--- src/rtl/systolic_feeder_pkg.sv ---
// Shared definitions for the systolic array operand feeder: FSM state
// encoding, the fp16 zero pattern injected into idle skew lanes, and the
// default geometry of the array being fed.
package systolic_feeder_pkg;

  typedef enum logic [2:0] {
    ST_IDLE  = 3'd0,
    ST_CLEAR = 3'd1,
    ST_FEED  = 3'd2,
    ST_FLUSH = 3'd3,
    ST_DONE  = 3'd4
  } feeder_state_t;

  // Positive fp16 zero; pushed into every skew lane on cycles without a beat.
  localparam logic [15:0] FP16_ZERO = 16'h0000;

  localparam int DEFAULT_WIDTH      = 16;
  localparam int DEFAULT_ARR_HEIGHT = 4;
  localparam int DEFAULT_ARR_WIDTH  = 4;

endpackage : systolic_feeder_pkg

--- src/rtl/systolic_feeder_skew_delay.sv ---
// Fixed-length delay line for one operand lane. Lane n of the feeder uses
// DEPTH = n + 1 so that successive lanes reach the array one cycle apart,
// producing the diagonal wavefront a systolic array expects.
module skew_delay #(
  parameter int WIDTH = 16,
  parameter int DEPTH = 1
) (
  input  logic             clk,
  input  logic             reset,
  input  logic [WIDTH-1:0] din,
  output logic [WIDTH-1:0] dout
);

  logic [WIDTH-1:0] stage_reg [DEPTH];

  // Shift the lane by one stage per cycle; reset empties the whole line.
  always_ff @(posedge clk) begin
    if (reset) begin
      for (int s = 0; s < DEPTH; s++) begin
        stage_reg[s] <= '0;
      end
    end else begin
      stage_reg[0] <= din;
      for (int s = 1; s < DEPTH; s++) begin
        stage_reg[s] <= stage_reg[s-1];
      end
    end
  end

  assign dout = stage_reg[DEPTH-1];

endmodule : skew_delay

--- src/rtl/systolic_feeder.sv ---
// Operand feeder for an ARR_HEIGHT x ARR_WIDTH systolic array. For each
// tile it pulses the array's accumulator clear, accepts k_len beats of
// A-column / B-row slices, skews them lane by lane, then flushes zeros long
// enough for the last beat to traverse the array before signalling done.
module systolic_feeder
  import systolic_feeder_pkg::*;
#(
  parameter int WIDTH      = DEFAULT_WIDTH,
  parameter int ARR_HEIGHT = DEFAULT_ARR_HEIGHT,
  parameter int ARR_WIDTH  = DEFAULT_ARR_WIDTH,
  parameter int K_BITS     = 16
) (
  input  logic                        clk,
  input  logic                        reset,
  input  logic                        start,
  input  logic [K_BITS-1:0]           k_len,
  input  logic                        in_valid,
  output logic                        in_ready,
  input  logic [ARR_HEIGHT*WIDTH-1:0] a_vec,
  input  logic [ARR_WIDTH*WIDTH-1:0]  b_vec,
  output logic [ARR_HEIGHT*WIDTH-1:0] out_a,
  output logic [ARR_WIDTH*WIDTH-1:0]  out_b,
  output logic                        arr_clear,
  output logic                        busy,
  output logic                        done
);

  // Zero cycles needed after the last beat so it reaches the far corner.
  localparam int FLUSH_LEN  = ARR_HEIGHT + ARR_WIDTH - 1;
  localparam int FLUSH_BITS = $clog2(FLUSH_LEN + 1);
  localparam logic [FLUSH_BITS-1:0] FLUSH_LOAD = FLUSH_BITS'(FLUSH_LEN);
  localparam logic [FLUSH_BITS-1:0] FLUSH_LAST = FLUSH_BITS'(1);
  localparam logic [WIDTH-1:0]      LANE_ZERO  = WIDTH'(FP16_ZERO);

  feeder_state_t           state_reg;
  logic [K_BITS-1:0]       k_len_reg;
  logic [K_BITS-1:0]       beat_cnt_reg;
  logic [FLUSH_BITS-1:0]   flush_cnt_reg;
  logic                    in_ready_reg;
  logic                    busy_reg;
  logic                    done_reg;
  logic                    arr_clear_reg;
  logic                    accept;

  // in_ready_reg is only ever high in FEED, so it also gates acceptance.
  assign accept = in_valid && in_ready_reg;

  // Tile sequencing. in_ready drops right after the final beat so the
  // counter can never pass k_len; the following FEED cycle hands over to
  // FLUSH once the counter shows the tile is complete.
  always_ff @(posedge clk) begin
    if (reset) begin
      state_reg     <= ST_IDLE;
      k_len_reg     <= '0;
      beat_cnt_reg  <= '0;
      flush_cnt_reg <= '0;
      in_ready_reg  <= 1'b0;
      busy_reg      <= 1'b0;
      done_reg      <= 1'b0;
      arr_clear_reg <= 1'b0;
    end else begin
      arr_clear_reg <= 1'b0;
      done_reg      <= 1'b0;
      case (state_reg)
        ST_IDLE: begin
          if (start) begin
            state_reg     <= ST_CLEAR;
            k_len_reg     <= k_len;
            beat_cnt_reg  <= '0;
            arr_clear_reg <= 1'b1;
            busy_reg      <= 1'b1;
          end
        end
        ST_CLEAR: begin
          if (k_len_reg == '0) begin
            state_reg <= ST_DONE;
            done_reg  <= 1'b1;
          end else begin
            state_reg    <= ST_FEED;
            in_ready_reg <= 1'b1;
          end
        end
        ST_FEED: begin
          if (accept) begin
            beat_cnt_reg <= beat_cnt_reg + K_BITS'(1);
            if (beat_cnt_reg + K_BITS'(1) == k_len_reg) begin
              in_ready_reg <= 1'b0;
            end
          end else if (beat_cnt_reg == k_len_reg) begin
            state_reg     <= ST_FLUSH;
            flush_cnt_reg <= FLUSH_LOAD;
          end
        end
        ST_FLUSH: begin
          if (flush_cnt_reg == FLUSH_LAST) begin
            state_reg     <= ST_DONE;
            flush_cnt_reg <= '0;
            done_reg      <= 1'b1;
          end else begin
            flush_cnt_reg <= flush_cnt_reg - FLUSH_LAST;
          end
        end
        ST_DONE: begin
          state_reg <= ST_IDLE;
          busy_reg  <= 1'b0;
        end
        default: begin
          state_reg    <= ST_IDLE;
          in_ready_reg <= 1'b0;
          busy_reg     <= 1'b0;
        end
      endcase
    end
  end

  assign in_ready  = in_ready_reg;
  assign busy      = busy_reg;
  assign done      = done_reg;
  assign arr_clear = arr_clear_reg;

  // West lanes: row i of the array sees its A operand i cycles later.
  generate
    for (genvar gi = 0; gi < ARR_HEIGHT; gi++) begin : g_lane_a
      logic [WIDTH-1:0] head;
      assign head = accept ? a_vec[gi*WIDTH +: WIDTH] : LANE_ZERO;
      skew_delay #(
        .WIDTH (WIDTH),
        .DEPTH (gi + 1)
      ) u_skew_a (
        .clk   (clk),
        .reset (reset),
        .din   (head),
        .dout  (out_a[gi*WIDTH +: WIDTH])
      );
    end
  endgenerate

  // North lanes: column j of the array sees its B operand j cycles later.
  generate
    for (genvar gi = 0; gi < ARR_WIDTH; gi++) begin : g_lane_b
      logic [WIDTH-1:0] head;
      assign head = accept ? b_vec[gi*WIDTH +: WIDTH] : LANE_ZERO;
      skew_delay #(
        .WIDTH (WIDTH),
        .DEPTH (gi + 1)
      ) u_skew_b (
        .clk   (clk),
        .reset (reset),
        .din   (head),
        .dout  (out_b[gi*WIDTH +: WIDTH])
      );
    end
  endgenerate

endmodule : systolic_feeder

--- config.mk ---
export PLATFORM = sky130hd
export DESIGN_NAME = systolic_feeder
export DESIGN_NICKNAME = d
export VERILOG_FILES = /design/src/rtl/systolic_feeder_pkg.sv /design/src/rtl/systolic_feeder_skew_delay.sv /design/src/rtl/systolic_feeder.sv
export SDC_FILE = /design/constraint.sdc
export NUM_CORES = 1
export LEC_CHECK = 0
export BUFFER_PORTS_ARGS = -buffer_cell sky130_fd_sc_hd__buf_2
export CELL_PAD_IN_SITES_DETAIL_PLACEMENT = 1
export CELL_PAD_IN_SITES_GLOBAL_PLACEMENT = 2
export CORE_MARGIN = 5
export CORE_UTILIZATION = 31
export CTS_CLUSTER_DIAMETER = 100
export DETAILED_ROUTE_END_ITERATION = 16
export PLACE_DENSITY_LB_ADDON = 0.1
export SLEW_MARGIN = 20
export SYNTH_ARGS = -nofsm -noshare
export SYNTH_HDL_FRONTEND = slang
export SYNTH_HIERARCHICAL = 1
export SYNTH_SLANG_ARGS = --single-unit
--- constraint.sdc ---
create_clock -name clk -period 2 [get_ports clk]
set_clock_uncertainty 0.15 [all_clocks]
set_input_delay 0.3 -clock clk [delete_from_list [all_inputs] [get_ports clk]]
set_output_delay 0.3 -clock clk [all_outputs]
set_load 0.005 [all_outputs]
==> impl_metrics.tcl, run 1 <==
set metrics [dict create \
    status "finished, violations left" \
    violations "setup timing" \
    cts_sinks 362 \
    slew_headroom_pct 51.83 \
    synthCells 1197 \
    fillers 4512 \
    synth_area_per_cell_um2 10.78 \
    dr_total_vias 9152 \
    grt_overflow 0 \
    worstSetupPathType "register to register" \
    cp-end-kind "register" \
    drive_gt1_share_pct 39.03 \
    layout_common_cells "dfxtp_1, buf_2, nor2b_1, dlygate4sd3_1, nor2b_2" \
    die_x_um 214.1 \
    fmax_mhz 477.8 \
    r2r.worst_path.cells 9 \
    holdPathStages 3 \
    portBuffers 279 \
    ir_worst_vdd_mv 0.6009 \
    grt_pass1_vias 9841 \
    gr-usage-met1_pct 17.88 \
    ys_async_sr_fraction_pct 0 \
    ys.flop_type "dfxtp_1" \
    worst-path-max-fanout 3 \
    grt-busiest-layer "met2" \
    routabilityCongestion 0.7991 \
    clock_path_buffers 3 \
    wl_per_cell_um 15.95 \
    drv_slew 0 \
    dp_slack_ns -0.2015 \
    core-area_um2 41020 \
    ys_ff_latch 362 \
    tightest_slew_ns 0.7225 \
    die_area_um2 45820 \
    synth-compound-area-share_pct 3.053 \
    fin_ws_ns -0.09303 \
    setup_viol 1 \
    totalWireLength_um 34550 \
    synth_top_family_by_area "simple AND/OR/NAND/NOR gates" \
    ff2ff_setup_slack_ns -0.09 \
    r2r-end "in_ready" \
    root_buffer "clkbuf_16" \
    synth_xor_area_share_pct 2.094 \
    synth.area.mux_share_pct 0.3974 \
    grt_pass1_wl_um 54910 \
    grtUsageMet2_pct 26.34 \
    min_period_ns 2.093 \
    endpoint "in_ready" \
    tritoncts "built" \
    synth_edf_count 0 \
    io_pins 280 \
    fp.dieH_um 214.1 \
    start_util_pct 31.47 \
    ys_warn_count 6 \
    multi_input_area_um2 4900 \
    yosysUniqueCellTypes 50 \
    crit_arrival_ns 2.38 \
    regArea_um2 7273 \
    fin_crit_sh_pct 104.7 \
    crit_start "beat_cnt_reg[1]" \
    finalHoldViolations 0 \
    htree_levels 2 \
    met3_usage_pct 2.767 \
    cp.required_ns 2.29 \
    clkLatencyLatePin_ns 0.55 \
    synth_nets 1348 \
    routed_via_density 4.225 \
    postRouteAntennaNets 0 \
    hold_class "input port to register" \
    reg2reg_from "beat_cnt_reg[1]" \
    synthAdderAreaFrac_pct 0.2908 \
    final_common_cell "dfxtp_1" \
    rsz0062_at_grt "yes" \
    dr.pass1.iters 4 \
    synthSimpleGateAreaFrac_pct 29.95 \
    drc 0 \
    track_usage_pct 14.78 \
    initialDrtViolationCount 284 \
    cts_buffers 41 \
    cp-start-kind "register" \
    p_leak_nw 8.129 \
    syn_area_um2 12910 \
    place_hpwl_um 22860 \
    drv_cap 0 \
    powerDensity_nw_per_um2 914.6 \
    area_growth_pct 38.65 \
    antenna_found_initial 1 \
    fin_nets 1752 \
    ys_seq_area_share_pct 56.14 \
    fp-row-count 74 \
    grt_max_degree 129 \
    final_core_util_pct 43.64 \
    clk_pin_slew_worst_paths_ns 0.06 \
]
area by class of cell:
class,count,share of cell area (%)
Inverter,6,0.1258
Sequential cell,362,40.64
Clock buffer,61,6.886
Antenna cell,2,0.02796
Timing Repair Buffer,507,20.30
Clock inverter,13,0.9297
Multi-Input combinational cell,683,27.38
Tap cell,532,3.719
Yosys cell counts (all sizes together) (3+ instances only):
| cell | instances | share of area (%) |
|---|---|---|
| nand3 | 8 | 0.35 |
| buf | 103 | 6.6 |
| a22oi | 3 | 0.17 |
| nand2 | 55 | 1.6 |
| and3 | 128 | 6.2 |
| a211oi | 5 | 0.29 |
| inv | 6 | 0.17 |
| a21oi | 34 | 1.3 |
| o21a | 4 | 0.23 |
| nor2 | 19 | 0.61 |
| nor3 | 13 | 0.67 |
| nand2b | 3 | 0.15 |
| dfxtp | 362 | 56 |
| o211ai | 3 | 0.17 |
| nor4 | 10 | 0.53 |
| xnor2 | 12 | 0.81 |
| and2b | 12 | 0.81 |
| nand4 | 10 | 0.60 |
| or2 | 3 | 0.15 |
| xor2 | 18 | 1.3 |
| o21ai | 4 | 0.16 |
| ha | 3 | 0.29 |
| or3 | 4 | 0.19 |
| mux2i | 4 | 0.31 |
| clkbuf | 43 | 1.3 |
| nor2b | 314 | 18 |
cells by family (layout without fill, tap and decap cells):
group	count (synthesis)	count (layout)
DFF	362	362
and+or+nand+nor	583	583
buffers and inverters	152	587
muxes	5	5
xor gates and xnor gates	30	30
adders and majority gates	3	3
other	0	2
AOI/OAI and AO/OA	62	62
critical path, cell delays in order, from the launching register on:
cell and delay [ns]:
dfxtp_4 0.37, ha_4 0.13, nand4_1 0.17, buf_6 0.19, nor4_4 0.15, xnor2_1 0.15
nand2_1 0.06, nand4b_1 0.21, a2111oi_4 0.31, o31ai_2 0.09
stage by stage:
stage | std cells | total power [mW] | TNS, ns | hold slack [ns] | area, um^2
after floorplan | 1197 | 8.161 | 0 | 0.2216 | 12930
after global placement | 1943 | 8.615 | -0.5606 | 0.2658 | 14720
after detailed placement | 1943 | 8.624 | -0.9023 | 0.2717 | 14720
after CTS | 2162 | 16.73 | -0.07165 | 0.001002 | 17770
after global routing | 2165 | 17.15 | -0.3330 | 0.04003 | 17900
final | 2166 | 16.37 | -0.09303 | 0.01761 | 17900
worst min-delay path by stage:
stage | startpoint | to | slack (ns)
finish | b_vec[58] | g_lane_b[3].u_skew_b/stage_reg[0][10] | 0.02
global route | b_vec[58] | g_lane_b[3].u_skew_b/stage_reg[0][10] | 0.04
detailed placement | g_lane_b[3].u_skew_b/stage_reg[0][3] | g_lane_b[3].u_skew_b/stage_reg[1][3] | 0.27
CTS | b_vec[58] | g_lane_b[3].u_skew_b/stage_reg[0][10] | 0.001
global placement | g_lane_a[3].u_skew_a/stage_reg[0][11] | g_lane_a[3].u_skew_a/stage_reg[1][11] | 0.27
floorplan | reset | g_lane_a[1].u_skew_a/stage_reg[0][29] | 0.22
repair_timing:
action | 4_1_cts | 5_1_grt
endpoints found under the hold margin | 147 | 0
hold buffers | 143 | 0
gates resized for setup | 37 | 26
setup endpoints to repair | 10 | 11
setup buffers | 2 | 3
pin swaps | 14 | 15
routing by layer:
| layer | vias to the layer above | part of all wire [%] |
|---|---|---|
| met5 | - | 0 |
| met4 | 0 | 2.4 |
| met3 | 48 | 3.6 |
| met2 | 159 | 50 |
| met1 | 4344 | 43 |
| li1 | 4601 | - |
power breakdown:
| group | switching [mW] | internal (mW) | leakage, nW |
|---|---|---|---|
| Clock | 2.99 | 4.67 | 0.696 |
| Sequential | 0.0643 | 7.34 | 2.93 |
| Combinational | 0.653 | 0.660 | 4.50 |
| Total | 3.70 | 12.7 | 8.13 |
Note: power is estimated with default switching activity, not from simulation.
==> inputs of run 2 (changes only) <==
--- a/config.mk
+++ b/config.mk
@@ -5,11 +5,12 @@
 export SDC_FILE = /design/constraint.sdc
 export NUM_CORES = 1
 export LEC_CHECK = 0
+export ABC_AREA = 1
 export BUFFER_PORTS_ARGS = -buffer_cell sky130_fd_sc_hd__buf_2
 export CELL_PAD_IN_SITES_DETAIL_PLACEMENT = 1
 export CELL_PAD_IN_SITES_GLOBAL_PLACEMENT = 2
 export CORE_MARGIN = 5
-export CORE_UTILIZATION = 31
+export CORE_UTILIZATION = 28
 export CTS_CLUSTER_DIAMETER = 100
 export DETAILED_ROUTE_END_ITERATION = 16
 export PLACE_DENSITY_LB_ADDON = 0.1
==> impl_metrics.tcl, run 2 <==
set metrics [dict create \
    cp_slowest_cell "dfxtp_4" \
    place_hpwl_um 24120 \
    ys_top_cells_by_count "inv_1, nor2_1, dfxtp_1" \
    cp-end-kind "register" \
    synth_nets 1868 \
    hold_class "input port to register" \
    tritoncts "built" \
    core-area_um2 46650 \
    fin_crit_sh_pct 97.12 \
    syn_area_um2 13240 \
    grt_pass1_vias 10781 \
    p_sw_mw 4.719 \
    wl_per_cell_um 12.84 \
    internal_power_mw 13.45 \
    dr_total_vias 10662 \
    die_area_um2 51740 \
    pwr-share-clk_pct 43.4 \
    io_pins 280 \
    cts_buffers 43 \
    grt_pass1_wl_um 55010 \
    p_leak_nw 8.511 \
    dr.pass1.iters 4 \
    ys_async_sr_fraction_pct 0 \
    cts_sinks 362 \
    place_area_um2 14760 \
    portBuffers 279 \
    start_util_pct 28.38 \
    antenna_found_initial 6 \
    fin_nets 2274 \
    synth_area_leaders "dfxtp_1, inv_1, nor2_1" \
    r2r-end "in_ready" \
    synthCells 1717 \
    ys_warn_count 6 \
    totalWireLength_um 35520 \
    crit_path_frequent_cell "nand3_2" \
    root_buffer "clkbuf_16" \
    ys_ff_latch 362 \
    drv_slew 0 \
    grt_overflow 0 \
    synth_area_per_cell_um2 7.713 \
    initialDrtViolationCount 310 \
    clk_pin_slew_worst_paths_ns 0.06 \
    crit_chain "buf_6, nand2_4, nor2_4, nand3_2, nand2_1, nand3_1, nor2_2, nand3_2, o21bai_4, nand3_2, nand2_1, nor2_1" \
    switching_share_pct 25.98 \
    slew_headroom_pct 58.33 \
    yosysTopAreaCell "dfxtp_1" \
    design_area_um2 18080 \
    yosysUniqueCellTypes 38 \
    finalHoldViolations 0 \
    ff2ff_setup_slack_ns 0.06 \
    crit_arrival_ns 2.25 \
    worst-path-max-fanout 8 \
    crit_start "beat_cnt_reg[1]" \
    final_common_cell "inv_1" \
    layout_common_cells "inv_1, nor2_1, dfxtp_1, buf_2, dlygate4sd3_1" \
    cp.required_ns 2.31 \
    netlist.area_leader.share_pct 54.72 \
    drv_cap 0 \
    fp-row-count 79 \
    routabilityCongestion 0.8110 \
    area_growth_pct 36.55 \
    rsz0062_at_grt "yes" \
    htree_levels 2 \
    yosysMostFrequentCell "inv_1" \
    routed_via_density 3.855 \
    min_period_ns 1.942 \
    r2r.worst_path.cells 12 \
    powerDensity_nw_per_um2 1005 \
    postRouteAntennaNets 0 \
    grt_max_degree 103 \
    seqPwrFrac_pct 42.8 \
    die_x_um 227.5 \
    setup_viol 0 \
    cp_slowest_stage_delay_ns 0.36 \
    synth_edf_count 0 \
    clock_path_buffers 3 \
    finalSetupTns_ns 0 \
    status "complete, no violations" \
    track_usage_pct 13.34 \
    fmax_mhz 514.8 \
    drc 0 \
    reg2reg_from "beat_cnt_reg[1]" \
    endpoint "in_ready" \
    worstSetupPathType "register to register" \
    ys_seq_area_share_pct 54.72 \
    fp.dieH_um 227.5 \
    cp-start-kind "register" \
    tightest_slew_ns 0.6251 \
    combPwrFrac_pct 13.9 \
    ys.flop_type "dfxtp_1" \
    drive_gt1_share_pct 20.70 \
    ir_worst_vdd_mv 0.5965 \
    clkLatencyLatePin_ns 0.57 \
]
==> run 2: power groups by stage <==
stage                     sequential, mW  clock [mW]  combinational, mW
after floorplan                     7.87           0               1.41
after global placement              7.92           0               2.20
after detailed placement            7.92           0               2.22
after CTS                           7.77        8.22               2.48
after global routing                7.81        8.52               2.85
final                               7.77        7.88               2.52
==> run 2: through the flow <==
| step | setup WS [ns] | hold slack [ns] | util, % | cells | power (mW) |
|---|---|---|---|---|---|
| 2_1_floorplan | 0.1985 | 0.2212 | - | 1717 | 9.277 |
| 3_3_place_gp | 0.01909 | 0.2395 | 31.64 | 2511 | 10.12 |
| 3_5_place_dp | -0.02479 | 0.2446 | 31.64 | 2511 | 10.14 |
| 4_1_cts | 0.01835 | 0.07420 | 38.28 | 2752 | 18.46 |
| 5_1_grt | -0.07970 | 0.1189 | 38.76 | 2766 | 19.17 |
| 6_report | 0.05760 | 0.1307 | 38.76 | 2766 | 18.17 |
==> run 2: worst max-delay path, delay by kind of cell, from the launching register on <==
family                 cells  cell delay (ns)
AND/OR/NAND/NOR           10             1.05
buffers and inverters      1             0.12
flip-flops                 1             0.36
AO/OA/AOI/OAI              1             0.16
==> run 2: how the worst min path moves through the flow <==
stage | startpoint | to | slack (ns) | depth (start not counted)
finish | in_valid | beat_cnt_reg[11] | 0.13 | 5
CTS | in_valid | beat_cnt_reg[11] | 0.07 | 5
global route | in_valid | beat_cnt_reg[11] | 0.12 | 5
global placement | g_lane_a[2].u_skew_a/stage_reg[0][5] | g_lane_a[2].u_skew_a/stage_reg[0][21] | 0.24 | 2
detailed placement | g_lane_a[1].u_skew_a/stage_reg[0][7] | g_lane_a[1].u_skew_a/stage_reg[0][23] | 0.24 | 2
floorplan | reset | g_lane_a[1].u_skew_a/stage_reg[0][29] | 0.22 | 1
==> run 2: layer usage <==
metal	GRT usage (%)	vias to the layer above	part of all wire, %
met4	3.877	4	2.3
met5	0	-	0.059
met3	5.416	62	7.9
li1	-	5542	-
met1	15.91	4832	43
met2	22.24	222	47
==> run 2: what timing repair did <==
action / CTS / global route
hold buffers: 164 / 0
buffers inserted: 0 / 10
gates resized for setup: 2 / 37
hold endpoints to repair: 154 / 0
pin swaps: 0 / 16
endpoints found under the setup margin: 1 / 9
==> run 2: area by class of cell <==
| class | count | area, um^2 |
|---|---|---|
| antenna | 4 | 10.01 |
| clock buffer | 66 | 1324 |
| sequential | 362 | 7264 |
| clock inverter | 11 | 123.9 |
| tap | 607 | 759.5 |
| multi-input combinational | 723 | 3257 |
| timing repair buffer | 483 | 3430 |
| inverter | 510 | 1914 |
| fill | 5726 | 28570 |
==> run 2: logic make-up after synthesis <==
logic type | synth area share, %
AND/OR/NAND/NOR | 19.46
buffers and inverters | 21.58
flip-flops | 54.72
AO/OA/AOI/OAI | 2.825
XOR/XNOR | 1.124
adder cells (fa/ha/maj) | 0.2835
==> inputs of run 3 (changes only) <==
--- a/config.mk
+++ b/config.mk
@@ -6,13 +6,13 @@
 export NUM_CORES = 1
 export LEC_CHECK = 0
 export ABC_AREA = 1
-export BUFFER_PORTS_ARGS = -buffer_cell sky130_fd_sc_hd__buf_2
 export CELL_PAD_IN_SITES_DETAIL_PLACEMENT = 1
 export CELL_PAD_IN_SITES_GLOBAL_PLACEMENT = 2
 export CORE_MARGIN = 5
-export CORE_UTILIZATION = 28
+export CORE_UTILIZATION = 32
 export CTS_CLUSTER_DIAMETER = 100
 export DETAILED_ROUTE_END_ITERATION = 16
+export DONT_BUFFER_PORTS = 1
 export PLACE_DENSITY_LB_ADDON = 0.1
 export SLEW_MARGIN = 20
 export SYNTH_ARGS = -nofsm -noshare
==> impl_metrics.tcl, run 3 (synthesis gave the netlist of run 2 again) <==
set metrics [dict create \
    cts_sinks 362 \
    grt_overflow 0 \
    min_to "beat_cnt_reg[14]" \
    cp.required_ns 2.30 \
    clock_path_buffers 3 \
    clk_pin_slew_worst_paths_ns 0.05 \
    fin_nets 2108 \
    reg2reg_from "beat_cnt_reg[1]" \
    worst_path_dominant_cell_family "simple AND/OR/NAND/NOR gates" \
    clkLatencyLatePin_ns 0.56 \
    antenna_found_initial 3 \
    finalSetupTns_ns 0 \
    ff2ff_setup_slack_ns 0.07 \
    drive_gt1_share_pct 7.251 \
    place_hpwl_um 21670 \
    crit_start "beat_cnt_reg[1]" \
    status "finished, violations left" \
    hold_class "input port to register" \
    timing.hold.ws_ns -0.3428 \
    rsz0062_at_grt "yes" \
    area_growth_pct 32.75 \
    tightest_slew_ns 0.7802 \
    io_pins 280 \
    totalWireLength_um 34500 \
    crit_arrival_ns 2.24 \
    p_leak_nw 8.146 \
    r2r-end "in_ready" \
    dr.pass1.iters 4 \
    cp_slowest_cell "dfxtp_2" \
    cp-end-kind "register" \
    final_common_cell "inv_1" \
    routed_via_density 4.034 \
    min_from "reset" \
    drv_slew 0 \
    layout_common_cells "inv_1, nor2_1, dfxtp_1, dlygate4sd3_1, nand2_1" \
    wl_per_cell_um 13.70 \
    fmax_mhz 517.0 \
    holdPathStages 1 \
    cp_slowest_stage_delay_ns 0.35 \
    r2r.worst_path.cells 13 \
    critPathBufInv 2 \
    drv_cap 0 \
    final_core_util_pct 42.96 \
    routabilityCongestion 0.8511 \
    fp-row-count 74 \
    grt_pass1_wl_um 54170 \
    slew_headroom_pct 47.99 \
    finalHoldViolations 47 \
    drc 0 \
    portBuffers 0 \
    setup_viol 0 \
    worstSetupPathType "register to register" \
    grt_max_degree 333 \
    cts_buffers 42 \
    htree_levels 2 \
    die_area_um2 45550 \
    fin_crit_sh_pct 96.72 \
    crit_chain "buf_4, nand2_2, nor2_4, buf_4, nand3_4, o21bai_2, nand2_1, nor2_2, nand3_1, o21bai_2, nand3_1, nand2_1, nor2_1" \
    ir_worst_vdd_mv 0.5154 \
    cp-start-kind "register" \
    min_period_ns 1.934 \
    dr_total_vias 10161 \
    die_x_um 213.4 \
    worst-path-max-fanout 5 \
    postRouteAntennaNets 0 \
    fp.dieH_um 213.4 \
    initialDrtViolationCount 403 \
    tritoncts "built" \
    powerDensity_nw_per_um2 999.5 \
    start_util_pct 32.36 \
    grt_pass1_vias 10306 \
    core-area_um2 40920 \
    track_usage_pct 14.86 \
    root_buffer "clkbuf_16" \
    violations "hold timing" \
]
==> run 3: cell types whose count changed in the layout (fill, tap and decap cells not counted), sizes merged <==
cell         previous run  this run
buf                   319        26
clkbuf                 66        64
clkinv                  8         5
diode                   4         1
dlygate4sd3           164       292
inv                   511       512
==> run 3: cell type report <==
type / count / area (um^2)
Sequential cell: 362 / 7258
Timing Repair Buffer: 318 / 3128
Clock inverter: 9 / 113.9
Clock buffer: 64 / 1285
Inverter: 510 / 1914
Fill cell: 4944 / 23340
Antenna cell: 1 / 2.502
Multi-Input combinational cell: 723 / 3212
Tap cell: 532 / 665.6
==> run 3: timing repair <==
item                                    in CTS  in global routing
endpoints found under the setup margin       1                 29
endpoints found under the hold margin      351                111
buffers inserted                             3                  1
gates resized for setup                      3                 21
hold buffers                               243                 49
pin swaps                                    2                  8
==> run 3: worst max-delay path by stage <==
stage	endpoint	depth (start not counted)
3_3_place_gp	in_ready	11
5_1_grt	in_ready	13
6_report	in_ready	13
4_1_cts	in_ready	14
2_1_floorplan	in_ready	12
3_5_place_dp	in_ready	11
==> run 3: through the flow <==
step | hold WS [ns] | power [mW] | cell area (um^2) | std cells | worst slack (ns)
6_report | -0.3428 | 17.57 | 17580 | 2519 | 0.06567
5_1_grt | -0.3431 | 18.54 | 17580 | 2518 | -0.1039
4_1_cts | -0.3537 | 17.79 | 17020 | 2468 | 0.007017
3_5_place_dp | 0.2447 | 9.746 | 13150 | 2149 | -0.02439
3_3_place_gp | 0.2390 | 9.726 | 13150 | 2149 | -0.05228
2_1_floorplan | 0.2212 | 9.277 | 13240 | 1717 | 0.1985
==> run 3: per-layer routing <==
| metal | GRT usage [%] | up-vias | share of wire (%) |
|---|---|---|---|
| met4 | 4.759 | 4 | 2.8 |
| met2 | 23.74 | 239 | 45 |
| met5 | 0 | - | 0.061 |
| li1 | - | 5204 | - |
| met1 | 17.99 | 4647 | 44 |
| met3 | 6.774 | 67 | 9.0 |
==> run 3: power breakdown <==
| part | leakage (nW) | switching (mW) | internal [mW] | total, mW |
|---|---|---|---|---|
| Clock | 0.695 | 3.04 | 4.68 | 7.72 |
| Combinational | 4.52 | 1.22 | 0.823 | 2.05 |
| Sequential | 2.93 | 0.229 | 7.58 | 7.81 |
==> run 3: worst reg2reg max path, stage by stage (launching register included) <==
cell      delay (ns)
dfxtp_2         0.35
buf_4           0.14
nand2_2         0.06
nor2_4          0.11
buf_4           0.18
nand3_4         0.10
o21bai_2        0.13
nand2_1         0.08
nor2_2          0.08
nand3_1         0.08
o21bai_2        0.17
nand3_1         0.08
nand2_1         0.06
nor2_1          0.05
